File: src/rtl/md_seq_ctrl_if.sv
// ---------------------------------------------------------------------------
// md_seq_ctrl_if
// Bundle of all non-clock/reset signals of md_seq_ctrl.
//   slave  modport : the sequencer (md_seq_ctrl) side
//   master modport : the environment side (EX stage, pipeline control, engine)
// Signals:
//   req_valid/req_op/req_src1/req_src2 : mul/div request from EX
//   annul, stall_mem                   : flush and downstream stall
//   eng_*                              : engine control, operands and result
//   stallreq, hilo_we, hi_o, lo_o      : pipeline stall and HI/LO write port
//   busy, err_timeout                  : status
// ---------------------------------------------------------------------------
interface md_seq_ctrl_if;
    logic        req_valid;
    logic [1:0]  req_op;
    logic [31:0] req_src1;
    logic [31:0] req_src2;
    logic        annul;
    logic        stall_mem;
    logic        eng_start;
    logic        eng_signed;
    logic [1:0]  eng_choose;
    logic [31:0] eng_op1;
    logic [31:0] eng_op2;
    logic        eng_annul;
    logic        eng_ready;
    logic [63:0] eng_result;
    logic        stallreq;
    logic        hilo_we;
    logic [31:0] hi_o;
    logic [31:0] lo_o;
    logic        busy;
    logic        err_timeout;

    modport slave (
        input  req_valid, req_op, req_src1, req_src2, annul, stall_mem,
        input  eng_ready, eng_result,
        output eng_start, eng_signed, eng_choose, eng_op1, eng_op2, eng_annul,
        output stallreq, hilo_we, hi_o, lo_o, busy, err_timeout
    );

    modport master (
        output req_valid, req_op, req_src1, req_src2, annul, stall_mem,
        output eng_ready, eng_result,
        input  eng_start, eng_signed, eng_choose, eng_op1, eng_op2, eng_annul,
        input  stallreq, hilo_we, hi_o, lo_o, busy, err_timeout
    );
endinterface

File: src/rtl/md_seq_ctrl.sv
// ---------------------------------------------------------------------------
// md_seq_ctrl
// Sequencer between the EX stage and the shared iterative mul/div engine.
// Accepts one mult/multu/div/divu request, latches its operands, holds the
// engine start level and signedness stable until the engine reports ready,
// stalls the pipeline meanwhile and delivers a one-shot HI/LO write.
// Supports flush (annul) and a watchdog timeout.
//
// Ports:
//   clk         : system clock, rising edge
//   resetn      : asynchronous reset, active low
//   bus         : md_seq_ctrl_if.slave (request, engine and HI/LO signals)
//   dbg_state_o : current FSM state (0 IDLE, 1 RUN, 2 DONE)
// Parameters:
//   TIMEOUT_CYC : RUN cycles allowed before forced abort (2..255)
// Configuration macro:
//   MD_DIV0_BYPASS_EN : when defined, div/divu by zero skips the engine and
//                       completes directly with hi=src1, lo=FFFF_FFFF.
//
// Handshake: the engine sees eng_start as a level for every RUN cycle with
// operands/choose/signed frozen; eng_result is taken only in a RUN cycle
// with eng_ready=1, and eng_annul is a single-cycle abort that is always
// followed by eng_start dropping (or staying low) on the next edge.
// ---------------------------------------------------------------------------
module md_seq_ctrl #(
    parameter int TIMEOUT_CYC = 64
) (
    input  logic           clk,
    input  logic           resetn,
    md_seq_ctrl_if.slave   bus,
    output logic [1:0]     dbg_state_o
);

    typedef enum logic [1:0] {
        S_IDLE = 2'd0,
        S_RUN  = 2'd1,
        S_DONE = 2'd2
    } state_t;

    localparam logic [7:0] TIMEOUT_LIM = 8'(TIMEOUT_CYC);

    state_t      state_q, state_d;
    logic [1:0]  op_q, op_d;
    logic [31:0] src1_q, src1_d;
    logic [31:0] src2_q, src2_d;
    logic [31:0] hi_q, hi_d;
    logic [31:0] lo_q, lo_d;
    logic [7:0]  cnt_q, cnt_d;
    logic        err_q, err_d;
    logic        we_q, we_d;

    logic        accept;
    logic        div0_bypass;
    logic        timeout_hit;
    logic [7:0]  cnt_inc;
    logic        stallreq;
    logic        eng_annul;

    always_ff @(posedge clk or negedge resetn) begin
        if (!resetn) begin
            state_q <= S_IDLE;
            op_q    <= 2'b00;
            src1_q  <= 32'd0;
            src2_q  <= 32'd0;
            hi_q    <= 32'd0;
            lo_q    <= 32'd0;
            cnt_q   <= 8'd0;
            err_q   <= 1'b0;
            we_q    <= 1'b0;
        end else begin
            state_q <= state_d;
            op_q    <= op_d;
            src1_q  <= src1_d;
            src2_q  <= src2_d;
            hi_q    <= hi_d;
            lo_q    <= lo_d;
            cnt_q   <= cnt_d;
            err_q   <= err_d;
            we_q    <= we_d;
        end
    end

    always_comb begin
        state_d     = state_q;
        op_d        = op_q;
        src1_d      = src1_q;
        src2_d      = src2_q;
        hi_d        = hi_q;
        lo_d        = lo_q;
        cnt_d       = cnt_q;
        err_d       = err_q;
        we_d        = 1'b0;
        stallreq    = 1'b0;
        eng_annul   = 1'b0;

        accept      = bus.req_valid & ~bus.annul;
        div0_bypass = 1'b0;
`ifdef MD_DIV0_BYPASS_EN
        div0_bypass = accept & bus.req_op[1] & (bus.req_src2 == 32'd0);
`endif
        // cnt_q counts completed RUN cycles; the watchdog fires in the RUN
        // cycle that brings the count up to TIMEOUT_CYC.
        cnt_inc     = cnt_q + 8'd1;
        timeout_hit = (cnt_inc == TIMEOUT_LIM);

        case (state_q)
            S_IDLE: begin
                cnt_d = 8'd0;
                if (accept) begin
                    // Stall in the request cycle itself so EX holds the instruction.
                    stallreq = 1'b1;
                    op_d     = bus.req_op;
                    src1_d   = bus.req_src1;
                    src2_d   = bus.req_src2;
                    if (div0_bypass) begin
                        hi_d    = bus.req_src1;
                        lo_d    = 32'hFFFF_FFFF;
                        we_d    = 1'b1;
                        state_d = S_DONE;
                    end else begin
                        state_d = S_RUN;
                    end
                end
            end
            S_RUN: begin
                stallreq = 1'b1;
                cnt_d    = cnt_inc;
                if (bus.annul) begin
                    // Flush beats a simultaneous ready: the result is dropped.
                    eng_annul = 1'b1;
                    state_d   = S_IDLE;
                end else if (bus.eng_ready) begin
                    hi_d    = bus.eng_result[63:32];
                    lo_d    = bus.eng_result[31:0];
                    we_d    = 1'b1;
                    state_d = S_DONE;
                end else if (timeout_hit) begin
                    eng_annul = 1'b1;
                    err_d     = 1'b1;
                    hi_d      = 32'd0;
                    lo_d      = 32'd0;
                    we_d      = 1'b1;
                    state_d   = S_DONE;
                end
            end
            S_DONE: begin
                // The instruction stays in EX while stall_mem is high; waiting
                // here keeps its still-asserted req_valid from restarting.
                if (bus.annul) begin
                    eng_annul = 1'b1;
                    state_d   = S_IDLE;
                end else if (!bus.stall_mem) begin
                    state_d = S_IDLE;
                end
            end
            default: begin
                state_d = S_IDLE;
            end
        endcase
    end

    assign bus.eng_start   = (state_q == S_RUN);
    assign bus.eng_signed  = (state_q == S_RUN) & ~op_q[0];
    assign bus.eng_choose  = (state_q != S_RUN) ? 2'b00 :
                             (op_q[1] ? 2'b01 : 2'b11);
    assign bus.eng_op1     = src1_q;
    assign bus.eng_op2     = src2_q;
    assign bus.eng_annul   = eng_annul;
    assign bus.stallreq    = stallreq;
    assign bus.hilo_we     = we_q;
    assign bus.hi_o        = hi_q;
    assign bus.lo_o        = lo_q;
    assign bus.busy        = (state_q != S_IDLE);
    assign bus.err_timeout = err_q;
    assign dbg_state_o     = state_q;

endmodule
File: src/flat_wrapper.sv
// flat-port wrapper written by rule: the top's interface ports become plain ports
module md_seq_ctrl_flat 
#(
    parameter int TIMEOUT_CYC = 64
)
  (clk, resetn, dbg_state_o, bus_req_valid, bus_req_op, bus_req_src1, bus_req_src2, bus_annul, bus_stall_mem, bus_eng_ready, bus_eng_result, bus_eng_start, bus_eng_signed, bus_eng_choose, bus_eng_op1, bus_eng_op2, bus_eng_annul, bus_stallreq, bus_hilo_we, bus_hi_o, bus_lo_o, bus_busy, bus_err_timeout);
  md_seq_ctrl_if bus_i ();
  input  logic clk;
  input  logic resetn;
  output logic [1:0] dbg_state_o;
  input wire logic [$bits(bus_i.req_valid)-1:0] bus_req_valid;
  input wire logic [$bits(bus_i.req_op)-1:0] bus_req_op;
  input wire logic [$bits(bus_i.req_src1)-1:0] bus_req_src1;
  input wire logic [$bits(bus_i.req_src2)-1:0] bus_req_src2;
  input wire logic [$bits(bus_i.annul)-1:0] bus_annul;
  input wire logic [$bits(bus_i.stall_mem)-1:0] bus_stall_mem;
  input wire logic [$bits(bus_i.eng_ready)-1:0] bus_eng_ready;
  input wire logic [$bits(bus_i.eng_result)-1:0] bus_eng_result;
  output wire logic [$bits(bus_i.eng_start)-1:0] bus_eng_start;
  output wire logic [$bits(bus_i.eng_signed)-1:0] bus_eng_signed;
  output wire logic [$bits(bus_i.eng_choose)-1:0] bus_eng_choose;
  output wire logic [$bits(bus_i.eng_op1)-1:0] bus_eng_op1;
  output wire logic [$bits(bus_i.eng_op2)-1:0] bus_eng_op2;
  output wire logic [$bits(bus_i.eng_annul)-1:0] bus_eng_annul;
  output wire logic [$bits(bus_i.stallreq)-1:0] bus_stallreq;
  output wire logic [$bits(bus_i.hilo_we)-1:0] bus_hilo_we;
  output wire logic [$bits(bus_i.hi_o)-1:0] bus_hi_o;
  output wire logic [$bits(bus_i.lo_o)-1:0] bus_lo_o;
  output wire logic [$bits(bus_i.busy)-1:0] bus_busy;
  output wire logic [$bits(bus_i.err_timeout)-1:0] bus_err_timeout;
  assign bus_i.req_valid = bus_req_valid;
  assign bus_i.req_op = bus_req_op;
  assign bus_i.req_src1 = bus_req_src1;
  assign bus_i.req_src2 = bus_req_src2;
  assign bus_i.annul = bus_annul;
  assign bus_i.stall_mem = bus_stall_mem;
  assign bus_i.eng_ready = bus_eng_ready;
  assign bus_i.eng_result = bus_eng_result;
  assign bus_eng_start = bus_i.eng_start;
  assign bus_eng_signed = bus_i.eng_signed;
  assign bus_eng_choose = bus_i.eng_choose;
  assign bus_eng_op1 = bus_i.eng_op1;
  assign bus_eng_op2 = bus_i.eng_op2;
  assign bus_eng_annul = bus_i.eng_annul;
  assign bus_stallreq = bus_i.stallreq;
  assign bus_hilo_we = bus_i.hilo_we;
  assign bus_hi_o = bus_i.hi_o;
  assign bus_lo_o = bus_i.lo_o;
  assign bus_busy = bus_i.busy;
  assign bus_err_timeout = bus_i.err_timeout;
  md_seq_ctrl #(.TIMEOUT_CYC(TIMEOUT_CYC)) u_core (.clk(clk), .resetn(resetn), .bus(bus_i), .dbg_state_o(dbg_state_o));
endmodule
File: config.mk
export PLATFORM = sky130hd
export DESIGN_NAME = md_seq_ctrl_flat
export DESIGN_NICKNAME = d
export VERILOG_FILES = /design/src/rtl/md_seq_ctrl_if.sv /design/src/rtl/md_seq_ctrl.sv /design/src/flat_wrapper.sv
export SDC_FILE = /design/constraint.sdc
export NUM_CORES = 1
export LEC_CHECK = 0
export CORE_AREA = 2 2 94 165
export DETAILED_ROUTE_END_ITERATION = 7
export DIE_AREA = 0 0 96 167
export GPL_ROUTABILITY_DRIVEN = 0
export GPL_TIMING_DRIVEN = 1
export PLACE_DENSITY = 0.8
export RECOVER_POWER = 25
export SLEW_MARGIN = 25
export SYNTH_ARGS = -nofsm -noshare
export SYNTH_HDL_FRONTEND = slang
export SYNTH_SLANG_ARGS = --single-unit
File: constraint.sdc
create_clock -name clk -period 2.5 [get_ports clk]
set_input_delay 0.5 -clock clk [delete_from_list [all_inputs] [get_ports clk]]
set_output_delay 0.5 -clock clk [all_outputs]
set_load 0.02 [all_outputs]
Word level (Yosys, flattened, before mapping)
Index checks and enable logic that the tools add are counted.
{"block": "word_totals", "register_bits": 142, "in_bits": 136, "wordCells": 53, "out_inout_bits": 139}
{"block": "op_classes", "n_reduce_logical": 8, "mux": 23, "bitwise": 5, "n_eq_ne": 7, "n_addsub": 1}
{"cell": "2-to-1 mux 32 bit", "count": 3}
{"cell": "2-to-1 mux 2 bit", "count": 8}
{"cell": "case mux 8 bit (2 select lines)", "count": 1}
{"cell": "adder 8 x 1 -> 8 bit, second input constant", "count": 1}
{"cell": "== test 8 x 7 -> 1 bit, second input constant", "count": 1}
{"cell": "2-to-1 mux 1 bit", "count": 8}
{"cell": "case mux 2 bit (3 select lines)", "count": 1}
{"cell": "AND reduction 3 bit", "count": 2}
{"cell": "nonzero test 2 bit", "count": 3}
{"cell": "!= test 2 x 1 -> 1 bit, second input constant", "count": 2}
{"cell": "!= test 4 x 3 -> 1 bit, second input constant", "count": 1}
{"cell": "case mux 1 bit (2 select lines)", "count": 2}
{"cell": "AND reduction 4 bit", "count": 1}
{"cell": "!= test 3 bit, second input constant", "count": 1}
{"cell": "inverter 1 bit", "count": 3}
{"cell": "bitwise AND 1 bit", "count": 2}
{"cell": "== test 2 x 1 -> 1 bit, second input constant", "count": 1}
{"cell": "== test 2 bit, second input constant", "count": 1}
{"cell": "logical NOT 2 bit", "count": 1}
{"cell": "AND reduction 2 bit", "count": 1}

Logic depth before layout (Yosys ltp)
Gate-level depths: netlist (run 1).
{"block": "depth", "depth_word": 6, "depth_mapped": 8, "mapped_depth_nobuf": 7}

Worst setup path after synthesis (run 1)
OpenSTA, ideal clock, no wires.
{"block": "synth_path", "kind": "reg-to-output", "startpoint": "reg u_core.state_q[1], in the netlist u_core.dbg_state_o[1]", "endpoint": "out bus_stallreq", "setup_slack_ns": 0.308, "arrival_ns": 1.692, "path_stages_with_launch": 9, "cell_sequence": "dfrtp_1 inv_1 ha_1 inv_1 or2_1 clkbuf_1 buf_4 buf_6 nand2b_1"}
{"block": "synth_between", "elab_chain_cells": 2, "elab_cells_between_ends": 3, "cone_classes": "eq/ne: 1; mux: 1; reduce/logical: 1"}
{"item": "start: declaration", "line": "md_seq_ctrl.sv:42", "source": "state_t state_q, state_d;"}
{"item": "start signal: assignment", "line": "md_seq_ctrl.sv:71", "source": "state_q <= state_d;"}
{"item": "== test 2 x 1 -> 1 bit or logical NOT 2 bit (tied branches)", "line": "md_seq_ctrl.sv:106", "source": "case (state_q)"}
{"item": "case mux 1 bit (2 select lines) *", "line": "md_seq_ctrl.sv:106"}
{"item": "end: declaration", "line": "flat_wrapper.sv:25", "source": "output wire logic [$bits(bus_i.stallreq)-1:0] bus_stallreq;"}
Every way passes the cells marked *; elsewhere a longest branch is shown, timed or not.

Final worst setup path (run 1)
{"block": "layout_path", "startpoint": "reg u_core.cnt_q[4]", "endpoint": "out bus_eng_annul"}
{"block": "layout_between", "elab_chain_cells": 6}
{"item": "start: declaration", "line": "md_seq_ctrl.sv:48", "source": "logic [7:0] cnt_q, cnt_d;"}
{"item": "start signal: assignment", "line": "md_seq_ctrl.sv:77", "source": "cnt_q <= cnt_d;"}
{"item": "adder 8 x 1 -> 8 bit", "line": "md_seq_ctrl.sv:103", "source": "cnt_inc = cnt_q + 8'd1;"}
{"item": "== test 8 x 7 -> 1 bit", "line": "md_seq_ctrl.sv:104", "source": "timeout_hit = (cnt_inc == TIMEOUT_LIM);"}
{"item": "2-to-1 mux 1 bit", "line": "md_seq_ctrl.sv:137", "source": "end else if (timeout_hit) begin"}
{"item": "2-to-1 mux 1 bit", "line": "md_seq_ctrl.sv:132", "source": "end else if (bus.eng_ready) begin"}
{"item": "2-to-1 mux 1 bit", "line": "md_seq_ctrl.sv:128", "source": "if (bus.annul) begin"}
{"item": "case mux 1 bit (2 select lines)", "line": "md_seq_ctrl.sv:106"}
{"item": "end: declaration", "line": "flat_wrapper.sv:24", "source": "output wire logic [$bits(bus_i.eng_annul)-1:0] bus_eng_annul;"}
Every way passes these cells.

==> metrics, run 1 <==
diodes inserted=0; TritonCTS buffer count=17; Static Leak=4.00 nW; syn_nets=651; post-synth cell types=39; synth warn=0; Die ar.=16000 um^2; post-route setup slack=0.0118 ns; initial antenna violation count=0; largest net degree at the start of global routing=68; Clock Pin Slew Worst Setup and Hold Paths=0.07 ns; Root Driver=clkbuf_16; critical path arrival=1.99 ns; # DRC=0; DR iter-0 viols=226; vias in the first global route=5434; Core Util, Final=0.651; final instance area=~9600 um^2; FFs w/ async S/R, synth=1.00; layout cells sized above 1=0.173; Syn-to-layout area delta=57.5%; largest family of logic cells by synthesized area=compound AO/OA/AOI/OAI gates; DR vias/cell=between 5 and 6; fin crit share=0.995; Max-Cap Viols=0; 1st-pass router iterations=4; clk sink count=between 100 and 150; xor/xnor cell area share of the yosys netlist=0.0130; worst skew pair latency=0.41 ns; placed instance area=between 9000 and 10000 um^2; GRT Util Overall=0.224; Avg Inst Size Synth=~12 um^2; drt wl/cell=18.3 um; multiplexer area fraction after synthesis=0.124; critical setup path kind=reg -> out; Max clock buf depth=2; Core ar.=14700 um^2; row count=59; #FFs+latches synth=between 100 and 150; sequential share of the synthesized area=0.585; slew margin rel.=0.0676; Final Net Count=just over 900; Synth Area in Compound Gates=0.160; commonest cells after routing, fill and taps aside=clkdlybuf4s50_1, dfrtp_1, nand2_1; Die Y-Extent=167 um; main flop type after synthesis=dfrtp_1; pwr/cell area=around 1300 nW/um^2; Synth Instances=510; Slew Limit Fails=0; total gr overflow=0; min-delay worst type=in -> async; clock skew=0.0139 ns; final setup fails=0; Routed WL=17900 um; adder-cell area share of the yosys netlist=0.0103; min cycle time layout=2.49 ns; startpoint types=register; WP data required=roughly 2 ns; Cell Area, Synth=6080 um^2; Final Hold Viols=0; fmax=402 MHz; most common cell after layout, fill and taps aside=clkdlybuf4s50_1; H-Tree Level Count=4; worst slew pin tran=1.40 ns; Post-Synth Simple-Gate Area=0.0657; # port buffers=274; first-pass GRT wire length=27800 um; Crit. End Element=primary output; TritonCTS clock tree=yes; Place WS=-0.0519 ns; total power=12.3 mW; I/O Pins=275; aggregate negative setup slack=0 ns; CP Max Fanout=7; Initial Util=0.414; number of synthesized flops with an enable pin=0; chip width=96 um; VDD IR-drop max=between 0.7 and 0.8 mV; via count=5209; ANT nets after route=0; post-DP HPWL=12900 um; status=complete, no violations
==> registers in the layout, indices dropped and copies added, names as in the netlist <==
register,cells
u_core.op_q,2
u_core.bus.err_timeout,1
u_core.cnt_q,8
u_core.bus.hi_o,32
u_core.bus.hilo_we,1
u_core.dbg_state_o,2
u_core.bus.eng_op1,32
u_core.bus.eng_op2,32
u_core.bus.lo_o,32
==> report_power, final <==
group,switching [mW],internal [mW]
clock,1.05,1.42
combinational,2.83,3.01
sequential,0.702,3.33
total,4.58,7.75
==> cell families (layout without fill, tap and decap cells) <==
logic type	after synthesis	count (layout)
AOI/OAI and AO/OA	148	148
xor gates and xnor gates	9	9
adders and majority gates	5	5
buffers and inverters	47	331
DFF	142	142
muxes	67	67
and+or+nand+nor	92	92
==> cells in the mapped netlist (all sizes together) (2+ instances only) <==
library cell  count  area share
a21oi             2      0.0016
a22o              7       0.010
a22oi            64       0.079
buf              17       0.023
clkbuf           25       0.016
dfrtp           142        0.58
ha                5       0.010
inv               5      0.0031
mux2             67        0.12
nand2            68       0.042
nand2b            4      0.0041
nand3             2      0.0037
nand4             2      0.0021
nor2              9      0.0064
nor2b             3      0.0031
nor3              2      0.0016
o21ai            65       0.054
xnor2             4      0.0058
xor2              5      0.0072
==> area by class of cell <==
cell class | instances | area, um^2
clock inverters | 13 | 129
well taps | 183 | 229
fillers | 1124 | 5120
clock buffers | 19 | 443
flip-flops and latches | 142 | 3560
repair buffers | 294 | 2890
multi-input cells | 321 | 2300
inverters | 5 | 18.8
==> through the flow <==
stage | instances | hold slack [ns]
after floorplan | 510 | 0.204
after global placement | 944 | 0.455
after detailed placement | 944 | 0.474
after CTS | 976 | 0.0481
after global routing | 977 | 0.501
final | 977 | 0.386
==> critical path, cell delays in order, from the launching register on <==
cell and delay (ns):
dfrtp_2 0.47, nand2b_1 0.21, o32ai_2 0.34, nor2_1 0.13, nor2_4 0.10, a41o_1 0.19, buf_4 0.15
==> timing repair <==
| action | 4_1_cts | 5_1_grt |
|---|---|---|
| endpoints found under the setup margin | 5 | 4 |
| endpoints found under the hold margin | 0 | 0 |
| gates resized for setup | 10 | 13 |
| cloned | 0 | 0 |
| hold buffers | 0 | 0 |
| buffers inserted | 0 | 1 |
| pin swaps | 0 | 1 |
==> worst paths after layout <==
kind                       slack, ns  cells after the start                               start                            endpoint
min in group clk                0.48                      1  u_core.bus.err_timeout$_DFFE_PN0P_  u_core.bus.err_timeout$_DFFE_PN0P_
hold / removal                  0.39                      1                              resetn     u_core.bus.hi_o[23]$_DFFE_PN0P_
setup reg to reg                0.29                      6   u_core.dbg_state_o[1]$_DFFE_PN0P_  u_core.bus.eng_op2[12]$_DFFE_PN0P_
max in group asynchronous       0.58                      2                              resetn     u_core.bus.lo_o[28]$_DFFE_PN0P_
setup / recovery                0.01                      6         u_core.cnt_q[4]$_DFFE_PN0P_                       bus_eng_annul
hold reg to reg                 0.48                      1  u_core.bus.err_timeout$_DFFE_PN0P_  u_core.bus.err_timeout$_DFFE_PN0P_
==> per-layer routing <==
layer / part of all wire / global-route usage
met1: 0.34 / 0.237
met2: 0.54 / 0.395
met3: 0.080 / 0.0687
met4: 0.036 / 0.0988
met5: 0 / 0
Power figures use the tool's default switching activity.
==> inputs of run 2 (changes only) <==
--- a/config.mk
+++ b/config.mk
@@ -5,6 +5,7 @@
 export SDC_FILE = /design/constraint.sdc
 export NUM_CORES = 1
 export LEC_CHECK = 0
+export CAP_MARGIN = 20
 export CORE_AREA = 2 2 94 165
 export DETAILED_ROUTE_END_ITERATION = 7
 export DIE_AREA = 0 0 96 167
==> results of run 2 <==
No change in the layout: final DEF, timing and power equal those of run 1.
